--- config.mk ---
export PLATFORM = sky130hd
export DESIGN_NAME = noc_output_port_arbiter
export DESIGN_NICKNAME = d
export VERILOG_FILES = /design/src/rtl/noc_output_port_arbiter.sv
export SDC_FILE = /design/constraint.sdc
export NUM_CORES = 1
export LEC_CHECK = 0
export ABC_CLOCK_PERIOD_IN_PS = 7300
export CAP_MARGIN = 20
export CORE_UTILIZATION = 45
export DETAILED_ROUTE_END_ITERATION = 8
export GPL_TIMING_DRIVEN = 0
export PLACE_DENSITY = 0.67
export SLEW_MARGIN = 0
export SYNTH_ARGS = -nofsm -noshare
export SYNTH_HDL_FRONTEND = slang
export SYNTH_SLANG_ARGS = --single-unit
--- constraint.sdc ---
create_clock -name noc_clk -period 7.3 [get_ports noc_clk]
set_input_delay 0.73 -clock noc_clk [delete_from_list [all_inputs] [get_ports noc_clk]]
set_output_delay 0.73 -clock noc_clk [all_outputs]
set_load 0.1 [all_outputs]
--- src/rtl/noc_output_port_arbiter.sv ---
// rtl/noc_output_port_arbiter.sv - packet-level round-robin output-port arbiter with per-VC credit tracking
//
// Shares one router output link among NUM_IN input ports. A head flit wins the
// port and holds it until its tail flit; flits are forwarded only when the
// downstream VC buffer has a free slot.
//
// Ports:
//   noc_clk, noc_rst_n           clock, asynchronous active-low reset
//   req/req_vc/req_head/req_tail per-input flit request, VC (slice i), head/tail markers
//   gnt, out_valid, out_vc       one-hot transfer grant, link valid, VC of forwarded flit
//   credit_valid, credit_vc      one downstream slot freed on the given VC
//   credit_cnt                   registered credit per VC (VC v in slice v)
//   locked                       a packet owns the port
//   credit_err                   sticky credit overflow / out-of-range VC flag
module noc_output_port_arbiter #(
    parameter int NUM_IN    = 5,
    parameter int NUM_VC    = 2,
    parameter int VC_W      = (NUM_VC > 1) ? $clog2(NUM_VC) : 1,
    parameter int BUF_DEPTH = 4,
    parameter int CNT_W     = $clog2(BUF_DEPTH + 1)
) (
    input  logic                     noc_clk,
    input  logic                     noc_rst_n,
    input  logic [NUM_IN-1:0]        req,
    input  logic [NUM_IN*VC_W-1:0]   req_vc,
    input  logic [NUM_IN-1:0]        req_head,
    input  logic [NUM_IN-1:0]        req_tail,
    output logic [NUM_IN-1:0]        gnt,
    output logic                     out_valid,
    output logic [VC_W-1:0]          out_vc,
    input  logic                     credit_valid,
    input  logic [VC_W-1:0]          credit_vc,
    output logic [NUM_VC*CNT_W-1:0]  credit_cnt,
    output logic                     locked,
    output logic                     credit_err
);

    localparam int IDX_W    = (NUM_IN > 1) ? $clog2(NUM_IN) : 1;
    localparam int VC_SPACE = 1 << VC_W;

    // ST_GAP is the mandatory idle cycle after a locked packet's tail.
    typedef enum logic [1:0] {ST_IDLE, ST_LOCKED, ST_GAP} state_t;

    state_t            state_q, state_d;
    logic [IDX_W-1:0]  owner_q, owner_d;
    logic [IDX_W-1:0]  rr_ptr_q, rr_ptr_d;
    logic [VC_W-1:0]   lock_vc_q, lock_vc_d;
    logic [CNT_W-1:0]  credit_q [NUM_VC];
    logic [CNT_W-1:0]  credit_d [NUM_VC];
    logic              credit_err_q, credit_err_d;

    logic [VC_SPACE-1:0] vc_has_credit;
    logic [VC_SPACE-1:0] vc_in_range;
    logic [NUM_IN-1:0]   gnt_raw;
    logic [VC_W-1:0]     vc_raw;
    logic [IDX_W-1:0]    win;
    logic [IDX_W-1:0]    cand;
    logic                found;

    function automatic logic [IDX_W-1:0] wrap_add(input logic [IDX_W-1:0] base, input int k);
        int s;
        s = int'(base) + k;
        if (s >= NUM_IN) s = s - NUM_IN;
        return IDX_W'(s);
    endfunction

    // Padded to the full VC index space so encodings >= NUM_VC read as "no credit".
    always_comb begin
        vc_has_credit = '0;
        vc_in_range   = '0;
        for (int v = 0; v < NUM_VC; v++) begin
            vc_has_credit[v] = (credit_q[v] != '0);
            vc_in_range[v]   = 1'b1;
        end
    end

    always_comb begin
        gnt_raw = '0;
        vc_raw  = '0;
        win     = '0;
        cand    = '0;
        found   = 1'b0;
        case (state_q)
            ST_IDLE: begin
                for (int k = 0; k < NUM_IN; k++) begin
                    cand = wrap_add(rr_ptr_q, k);
                    if (!found && req[cand] && req_head[cand] &&
                        vc_has_credit[req_vc[cand*VC_W +: VC_W]]) begin
                        found        = 1'b1;
                        win          = cand;
                        gnt_raw[cand] = 1'b1;
                        vc_raw       = req_vc[cand*VC_W +: VC_W];
                    end
                end
            end
            ST_LOCKED: begin
                if (req[owner_q] && vc_has_credit[lock_vc_q]) begin
                    found          = 1'b1;
                    win            = owner_q;
                    gnt_raw[owner_q] = 1'b1;
                    vc_raw         = lock_vc_q;
                end
            end
            default: ;
        endcase
    end

    assign gnt       = noc_rst_n ? gnt_raw : '0;
    assign out_vc    = noc_rst_n ? vc_raw  : '0;
    assign out_valid = |gnt;

    always_comb begin
        state_d   = state_q;
        owner_d   = owner_q;
        lock_vc_d = lock_vc_q;
        rr_ptr_d  = rr_ptr_q;
        case (state_q)
            ST_IDLE: begin
                if (found) begin
                    rr_ptr_d = wrap_add(win, 1);
                    if (!req_tail[win]) begin
                        state_d   = ST_LOCKED;
                        owner_d   = win;
                        lock_vc_d = vc_raw;
                    end
                end
            end
            ST_LOCKED: begin
                if (found && req_tail[owner_q]) state_d = ST_GAP;
            end
            default: state_d = ST_IDLE;
        endcase
    end

    always_comb begin
        credit_err_d = credit_err_q | (credit_valid & ~vc_in_range[credit_vc]);
        for (int v = 0; v < NUM_VC; v++) begin
            credit_d[v] = credit_q[v];
            if (found && (vc_raw == VC_W'(v)) && !(credit_valid && (credit_vc == VC_W'(v)))) begin
                credit_d[v] = credit_q[v] - CNT_W'(1);
            end else if (credit_valid && (credit_vc == VC_W'(v)) && !(found && (vc_raw == VC_W'(v)))) begin
                if (credit_q[v] == CNT_W'(BUF_DEPTH)) credit_err_d = 1'b1;
                else                                  credit_d[v]  = credit_q[v] + CNT_W'(1);
            end
        end
    end

    always_ff @(posedge noc_clk or negedge noc_rst_n) begin
        if (!noc_rst_n) begin
            state_q      <= ST_IDLE;
            owner_q      <= '0;
            lock_vc_q    <= '0;
            rr_ptr_q     <= '0;
            credit_err_q <= 1'b0;
            for (int v = 0; v < NUM_VC; v++) credit_q[v] <= CNT_W'(BUF_DEPTH);
        end else begin
            state_q      <= state_d;
            owner_q      <= owner_d;
            lock_vc_q    <= lock_vc_d;
            rr_ptr_q     <= rr_ptr_d;
            credit_err_q <= credit_err_d;
            for (int v = 0; v < NUM_VC; v++) credit_q[v] <= credit_d[v];
        end
    end

    always_comb begin
        credit_cnt = '0;
        for (int v = 0; v < NUM_VC; v++) credit_cnt[v*CNT_W +: CNT_W] = credit_q[v];
    end

    assign locked     = (state_q == ST_LOCKED);
    assign credit_err = credit_err_q;

endmodule

==> flow_results.xml, run 1 <==
<?xml version="1.0" encoding="UTF-8"?>
<metrics>
  <group name="cts">
    <metric name="cts.path.max_buffers" unit="">2</metric>
    <metric name="cts.reportedPaths.clkPinSlew" unit="ns">0.07</metric>
    <metric name="worstSkewPairLatency" unit="ns">0.26</metric>
    <metric name="tritoncts_clock_tree" unit="">done</metric>
    <metric name="clock_sinks" unit="">16</metric>
    <metric name="h_tree_depth" unit="">1</metric>
    <metric name="root_buffer" unit="">sky130_fd_sc_hd__clkbuf_8</metric>
    <metric name="cts_setup_buffers" unit="">0</metric>
    <metric name="numCtsBuffers" unit="">3</metric>
  </group>
  <group name="yosys">
    <metric name="syn_inst" unit="">433</metric>
    <metric name="yosys-top-cells-area" unit="">sky130_fd_sc_hd__dfrtp_1, sky130_fd_sc_hd__a21oi_1, sky130_fd_sc_hd__ha_1, sky130_fd_sc_hd__nand2_1, sky130_fd_sc_hd__mux2i_1</metric>
    <metric name="number_of_flops_mapped_to_enable_cells_by_yosys" unit="">0</metric>
    <metric name="synth_most_common_cell" unit="">sky130_fd_sc_hd__a21oi_1</metric>
    <metric name="async_flop_share" unit="%">100</metric>
    <metric name="dominantRegCellSynth" unit="">sky130_fd_sc_hd__dfrtp_1</metric>
    <metric name="netlist_top_cells_count" unit="">sky130_fd_sc_hd__a21oi_1, sky130_fd_sc_hd__nand2_1, sky130_fd_sc_hd__nor2_1</metric>
    <metric name="post-synth-top-area-cell" unit="">sky130_fd_sc_hd__dfrtp_1</metric>
    <metric name="ys_seq_elements" unit="">16</metric>
    <metric name="synth_top_cell_area_share" unit="%">10.7</metric>
    <metric name="synth.net_count" unit="">473</metric>
    <metric name="synth_area" unit="um^2">3280</metric>
    <metric name="synthesis.area_per_instance" unit="um^2">7.58</metric>
    <metric name="yosys_warnings" unit="">0</metric>
    <metric name="sequential_area_share_after_synthesis" unit="%">12.3</metric>
    <metric name="synth_cell_types" unit="">86</metric>
  </group>
  <group name="critical_path">
    <metric name="crit_start" unit="">rr_ptr_q[0]$_DFFE_PN0P_</metric>
    <metric name="r2r_start" unit="">rr_ptr_q[0]$_DFFE_PN0P_</metric>
    <metric name="timing.critical_path.fanout_max" unit="">11</metric>
    <metric name="critical_path.startpoint_type" unit="">register</metric>
    <metric name="crit_arrival" unit="ns">5.98</metric>
    <metric name="regToRegSetupSlack" unit="ns">1.45</metric>
    <metric name="worst_ep_required_time" unit="ns">6.57</metric>
    <metric name="timing.reg2reg.worst_path_depth" unit="">21</metric>
    <metric name="worst_r2r_endpoint" unit="">credit_cnt[2]$_DFFE_PN1P_</metric>
    <metric name="crit_path_cell_trace" unit="">buf_4, inv_2, ha_1, ha_1, buf_2, buf_2, inv_1, nor4_1, a21oi_1, a221oi_1, mux2i_1, o211ai_1, or3_1, a41o_1, or3b_1, a21oi_2, or4b_1, dlymetal6s2s_1</metric>
    <metric name="worst-setup-path-type" unit="">reg2out</metric>
    <metric name="crit_path_top_delay_cell" unit="">sky130_fd_sc_hd__dlymetal6s2s_1</metric>
    <metric name="setup.worst_path.end_class" unit="">output pin</metric>
    <metric name="cp_slowest_stage_delay" unit="ns">0.74</metric>
  </group>
  <group name="worst_hold_path">
    <metric name="min_delay_path_depth" unit="">1</metric>
    <metric name="holdCritPathClass" unit="">reg2reg</metric>
    <metric name="min_to" unit="">credit_err$_DFF_PN0_</metric>
    <metric name="hold_path.startpoint" unit="">credit_err$_DFF_PN0_</metric>
  </group>
  <group name="cells_and_area">
    <metric name="drive_above_1_share" unit="%">11.3</metric>
    <metric name="antenna_cells" unit="">0</metric>
    <metric name="synthesis_to_finish_area_growth" unit="%">17.2</metric>
    <metric name="post_layout_utilization_of_the_core" unit="%">55.7</metric>
    <metric name="num-nets-final" unit="">517</metric>
  </group>
  <group name="timing">
    <metric name="worstMarginPinSlew" unit="ns">1.08</metric>
    <metric name="tcrit_tclk_final" unit="%">91.9</metric>
    <metric name="final_max_slew_viol_count" unit="">0</metric>
    <metric name="setup_repair_after_global_routing_missed_its_margin" unit="">no</metric>
    <metric name="fmax" unit="MHz">149</metric>
    <metric name="relSlewSlack" unit="%">27.4</metric>
    <metric name="final.setup.tns" unit="ns">0</metric>
    <metric name="finalSetupViolations" unit="">0</metric>
    <metric name="period_minus_slack" unit="ns">6.71</metric>
    <metric name="fin_worst_skew" unit="ns">0.00453</metric>
    <metric name="hold_violations" unit="">0</metric>
  </group>
  <group name="routing">
    <metric name="number_of_drc_violations_after_detailed_routing_iteration_0" unit="">358</metric>
    <metric name="detail_route.wl_per_cell" unit="um">19.0</metric>
    <metric name="via_count" unit="">3738</metric>
    <metric name="routed_wirelength" unit="mm">10.9</metric>
    <metric name="route.detailed.drc" unit="">0</metric>
    <metric name="ant_nets" unit="">0</metric>
    <metric name="first_pass_iters" unit="">5</metric>
    <metric name="drt-vias-per-instance" unit="">6.53</metric>
  </group>
  <group name="status">
    <metric name="outcome" unit="">complete, no violations</metric>
  </group>
  <group name="placement">
    <metric name="place_hpwl" unit="mm">8.59</metric>
    <metric name="numPortBuffers" unit="">38</metric>
    <metric name="gp_congestion" unit="">0.954</metric>
  </group>
  <group name="floorplan">
    <metric name="fp.dieArea" unit="um^2">7640</metric>
    <metric name="initial_utilization" unit="%">47.5</metric>
    <metric name="core" unit="um^2">6910</metric>
    <metric name="die_height" unit="um">87.4</metric>
    <metric name="ios" unit="">39</metric>
    <metric name="die_w" unit="um">87.4</metric>
    <metric name="std_cell_rows" unit="">30</metric>
  </group>
  <group name="global_routing">
    <metric name="grt_antenna_before_repair" unit="">0</metric>
    <metric name="grt_overflow_total" unit="">0</metric>
    <metric name="grt_pass1_wl" unit="mm">17.4</metric>
    <metric name="grt_usage" unit="%">29.5</metric>
    <metric name="maximum_number_of_pins_on_one_net_before_global_route_repair" unit="">18</metric>
    <metric name="first_global_vias" unit="">3387</metric>
  </group>
  <group name="run">
    <metric name="timing.max_cap.violations" unit="">0</metric>
  </group>
</metrics>
==> layout by cell type, fill, tap and decap left out, types with 9 or more instances in the layout <==
master,Yosys,layout
sky130_fd_sc_hd__a21o_1,9,9
sky130_fd_sc_hd__a21oi_1,40,40
sky130_fd_sc_hd__clkdlybuf4s50_1,0,36
sky130_fd_sc_hd__dfrtp_1,14,14
sky130_fd_sc_hd__ha_1,13,13
sky130_fd_sc_hd__inv_1,25,25
sky130_fd_sc_hd__mux2i_1,14,14
sky130_fd_sc_hd__nand2_1,39,39
sky130_fd_sc_hd__nand2b_1,9,9
sky130_fd_sc_hd__nand3_1,16,16
sky130_fd_sc_hd__nor2_1,28,28
sky130_fd_sc_hd__nor3_1,18,18
sky130_fd_sc_hd__o21ai_0,26,26
==> what timing repair did <==
action,4_1_cts,5_1_grt
endpoints found under the setup margin,0,2
hold buffers,0,0
gates resized for setup,0,2
==> through the flow <==
stage | setup slack, ns | instances | hold WS, ns | area, um^2
2_1_floorplan | 0.941 | 433 | 0.434 | 3280
3_3_place_gp | 0.560 | 567 | 0.496 | 3780
3_5_place_dp | 0.597 | 567 | 0.491 | 3780
4_1_cts | 0.286 | 571 | 0.515 | 3840
5_1_grt | 0.251 | 572 | 0.558 | 3850
6_report | 0.588 | 572 | 0.509 | 3850
==> metal layers <==
metal  part of all wire [%]  vias to the layer above  GRT usage (%)  routed length, um
met2                     44                      176           46.0               4830
met3                    7.7                       21           5.12                836
met1                     46                     1784           41.8               4970
li1                       -                     1757              -                  -
met4                    2.2                        0           7.90                242
met5                      0                        -              0                  0
==> worst max-delay path, delay by kind of cell, from the launching register on <==
kind,cells,cell delay [ns]
buffers and inverters,6,1.66
DFF,1,0.51
and+or+nand+nor,4,1.20
adders and majority gates,2,0.60
muxes,1,0.44
AOI/OAI and AO/OA,5,1.30
==> how the worst max path moves through the flow <==
stage | end | slack (ns) | depth (start not counted)
after floorplan | out_valid | 0.94 | 16
after global placement | out_valid | 0.56 | 17
after detailed placement | out_valid | 0.60 | 18
after CTS | out_valid | 0.29 | 18
after global routing | out_valid | 0.25 | 17
final | out_valid | 0.59 | 18
==> area by class of cell <==
class	count	area (um^2)
Buffer	17	108
Sequential cell	16	403
Clock buffer	4	55.1
Fill cell	707	3060
Tap cell	96	120
Multi-Input combinational cell	373	2670
Inverter	27	101
Timing Repair Buffer	39	390
==> kinds of logic (layout without fill, tap and decap cells) <==
kind of cell | count (synthesis) | in the layout | synth area share, %
AO/OA/AOI/OAI | 166 | 166 | 38.3
XOR/XNOR | 6 | 6 | 1.83
adder cells (fa/ha/maj) | 16 | 16 | 6.78
buffers and inverters | 44 | 87 | 6.36
flip-flops | 16 | 16 | 12.3
multiplexers | 24 | 24 | 8.61
AND/OR/NAND/NOR | 161 | 161 | 25.8
==> sequential cells by signal, summed over array words and instances (netlist names) <==
name and count:
lock_vc_q 1, rr_ptr_q 3, state_q 2, credit_cnt 6, credit_err 1, owner_q 3
Power of run 1 is not shown: default switching activity piles up to over one toggle a cycle in this logic, so the estimate is an artifact.
==> inputs of run 2 (changes only) <==
Settings changed: CTS_CLUSTER_SIZE set to 14.
==> results of run 2 <==
Final layout, timing and power as in run 1 (identical DEF).
Power of run 2 is left out for the same reason.
==> inputs of run 3 (changes only) <==
Settings changed: CORE_MARGIN set to 4.
==> flow_results.xml, run 3 (synthesized netlist as in run 1, its figures left out) <==
<?xml version="1.0" encoding="UTF-8"?>
<metrics>
  <group name="status">
    <metric name="outcome" unit="">complete, no violations</metric>
  </group>
  <group name="cts">
    <metric name="numCtsBuffers" unit="">3</metric>
    <metric name="h_tree_depth" unit="">1</metric>
    <metric name="root_buffer" unit="">sky130_fd_sc_hd__clkbuf_8</metric>
    <metric name="clock_sinks" unit="">16</metric>
    <metric name="postCtsHoldBufs" unit="">0</metric>
    <metric name="tritoncts_clock_tree" unit="">done</metric>
    <metric name="cts.path.max_buffers" unit="">2</metric>
    <metric name="worstSkewPairLatency" unit="ns">0.25</metric>
    <metric name="cts_setup_buffers" unit="">0</metric>
    <metric name="post_cts_sizing" unit="">0</metric>
    <metric name="cts.reportedPaths.clkPinSlew" unit="ns">0.07</metric>
  </group>
  <group name="critical_path">
    <metric name="timing.critical_path.fanout_max" unit="">10</metric>
    <metric name="crit_arrival" unit="ns">6.30</metric>
    <metric name="timing.reg2reg.worst_path_depth" unit="">21</metric>
    <metric name="worst_ep_required_time" unit="ns">6.57</metric>
    <metric name="setup.worst_path.end_class" unit="">output pin</metric>
    <metric name="critical_path.startpoint_type" unit="">register</metric>
    <metric name="worst-setup-path-type" unit="">reg2out</metric>
  </group>
  <group name="timing">
    <metric name="finalSetupViolations" unit="">0</metric>
    <metric name="relSlewSlack" unit="%">27.9</metric>
    <metric name="final.setup.tns" unit="ns">0</metric>
    <metric name="hold_violations" unit="">0</metric>
    <metric name="period_minus_slack" unit="ns">7.03</metric>
    <metric name="fmax" unit="MHz">142</metric>
    <metric name="worstMarginPinSlew" unit="ns">1.07</metric>
    <metric name="fin_worst_skew" unit="ns">0.00150</metric>
    <metric name="setup_repair_after_global_routing_missed_its_margin" unit="">no</metric>
    <metric name="final_max_slew_viol_count" unit="">0</metric>
    <metric name="tcrit_tclk_final" unit="%">96.3</metric>
  </group>
  <group name="floorplan">
    <metric name="std_cell_rows" unit="">30</metric>
    <metric name="initial_utilization" unit="%">47.3</metric>
    <metric name="die_w" unit="um">93.4</metric>
    <metric name="core" unit="um^2">6940</metric>
    <metric name="die_height" unit="um">93.4</metric>
    <metric name="fp.dieArea" unit="um^2">8730</metric>
    <metric name="ios" unit="">39</metric>
  </group>
  <group name="placement">
    <metric name="numPortBuffers" unit="">38</metric>
    <metric name="place_hpwl" unit="mm">8.66</metric>
    <metric name="gp_congestion" unit="">0.987</metric>
  </group>
  <group name="routing">
    <metric name="ant_nets" unit="">0</metric>
    <metric name="routed_wirelength" unit="mm">10.9</metric>
    <metric name="route.detailed.drc" unit="">0</metric>
    <metric name="detail_route.wl_per_cell" unit="um">19.0</metric>
    <metric name="via_count" unit="">3703</metric>
    <metric name="number_of_drc_violations_after_detailed_routing_iteration_0" unit="">335</metric>
    <metric name="drt-vias-per-instance" unit="">6.47</metric>
    <metric name="first_pass_iters" unit="">6</metric>
  </group>
  <group name="cells_and_area">
    <metric name="antenna_cells" unit="">0</metric>
    <metric name="largest_register_ffs" unit="">6</metric>
    <metric name="num-nets-final" unit="">517</metric>
    <metric name="drive_above_1_share" unit="%">11.3</metric>
    <metric name="synthesis_to_finish_area_growth" unit="%">17.1</metric>
    <metric name="final_cell_mix" unit="">sky130_fd_sc_hd__a21oi_1, sky130_fd_sc_hd__nand2_1, sky130_fd_sc_hd__clkdlybuf4s50_1</metric>
    <metric name="fillers" unit="">669</metric>
    <metric name="most_common_library_cell_in_the_layout_ignoring_fill_and_taps" unit="">sky130_fd_sc_hd__a21oi_1</metric>
  </group>
  <group name="global_routing">
    <metric name="maximum_number_of_pins_on_one_net_before_global_route_repair" unit="">18</metric>
    <metric name="first_global_vias" unit="">3357</metric>
    <metric name="grt_pass1_wl" unit="mm">17.3</metric>
    <metric name="grt_overflow_total" unit="">0</metric>
    <metric name="grt_usage" unit="%">24.8</metric>
    <metric name="grt_antenna_before_repair" unit="">0</metric>
  </group>
  <group name="run">
    <metric name="timing.max_cap.violations" unit="">0</metric>
  </group>
  <group name="worst_hold_path">
    <metric name="holdCritPathClass" unit="">reg2reg</metric>
    <metric name="min_delay_path_depth" unit="">1</metric>
  </group>
</metrics>
run 3: cell types whose count changed in the layout (fill, tap and decap cells not counted), sizes merged:
| cell | change |
|---|---|
| clkdlybuf4s50 | +2 |
| dlymetal6s2s | -2 |
run 3: per-layer routing:
| metal | part of all wire [%] | track usage (%) |
|---|---|---|
| met5 | 0 | 0 |
| met1 | 46 | 35.4 |
| met2 | 45 | 38.6 |
| met3 | 7.8 | 5.07 |
| met4 | 1.4 | 4.52 |
run 3: cell type report:
type                    count  area, um^2  share of cell area [%]
repair buffers             39         385                    10.0
flip-flops and latches     16         403                    10.5
inverters                  27         101                    2.64
multi-input cells         373        2670                    69.5
well taps                  96         120                    3.12
clock buffers               4        55.1                    1.43
plain buffers              17         108                    2.80
run 3: worst paths after layout:
kind	to	slack [ns]	start
hold / removal	credit_err$_DFF_PN0_	0.50	credit_err$_DFF_PN0_
setup / recovery	out_valid	0.27	rr_ptr_q[1]$_DFFE_PN0P_
max in group asynchronous	owner_q[1]$_DFFE_PN0P_	5.83	noc_rst_n
setup reg to reg	credit_cnt[2]$_DFFE_PN1P_	1.49	rr_ptr_q[0]$_DFFE_PN0P_
min in group asynchronous	credit_cnt[1]$_DFFE_PN0P_	0.95	noc_rst_n
hold reg to reg	credit_err$_DFF_PN0_	0.50	credit_err$_DFF_PN0_
run 3: through the flow:
step	instances	cell area, um^2	utilization, %	setup WS, ns	hold WS (ns)
after global routing	572	3840	55.4	0.0611	0.511
after detailed placement	567	3780	54.5	0.690	0.469
after global placement	567	3780	54.5	0.634	0.479
after floorplan	433	3280	-	0.941	0.434
after CTS	571	3840	55.3	0.376	0.495
final	572	3840	55.4	0.272	0.497
run 3: critical path: stages, from the launching register on:
cell and delay (ns):
sky130_fd_sc_hd__dfrtp_1 0.63, sky130_fd_sc_hd__inv_1 0.26, sky130_fd_sc_hd__ha_1 0.32, sky130_fd_sc_hd__ha_1 0.30
sky130_fd_sc_hd__buf_2 0.17, sky130_fd_sc_hd__buf_2 0.23, sky130_fd_sc_hd__inv_1 0.10, sky130_fd_sc_hd__nor4_1 0.32
sky130_fd_sc_hd__a21oi_1 0.07, sky130_fd_sc_hd__a221oi_1 0.45, sky130_fd_sc_hd__mux2i_1 0.44, sky130_fd_sc_hd__o211ai_1 0.21
sky130_fd_sc_hd__or3_1 0.37, sky130_fd_sc_hd__a41o_1 0.34, sky130_fd_sc_hd__or3b_1 0.42, sky130_fd_sc_hd__a21oi_2 0.17
sky130_fd_sc_hd__or4b_1 0.14, sky130_fd_sc_hd__clkdlybuf4s50_1 1.12
Power of run 3 is left out for the same reason.
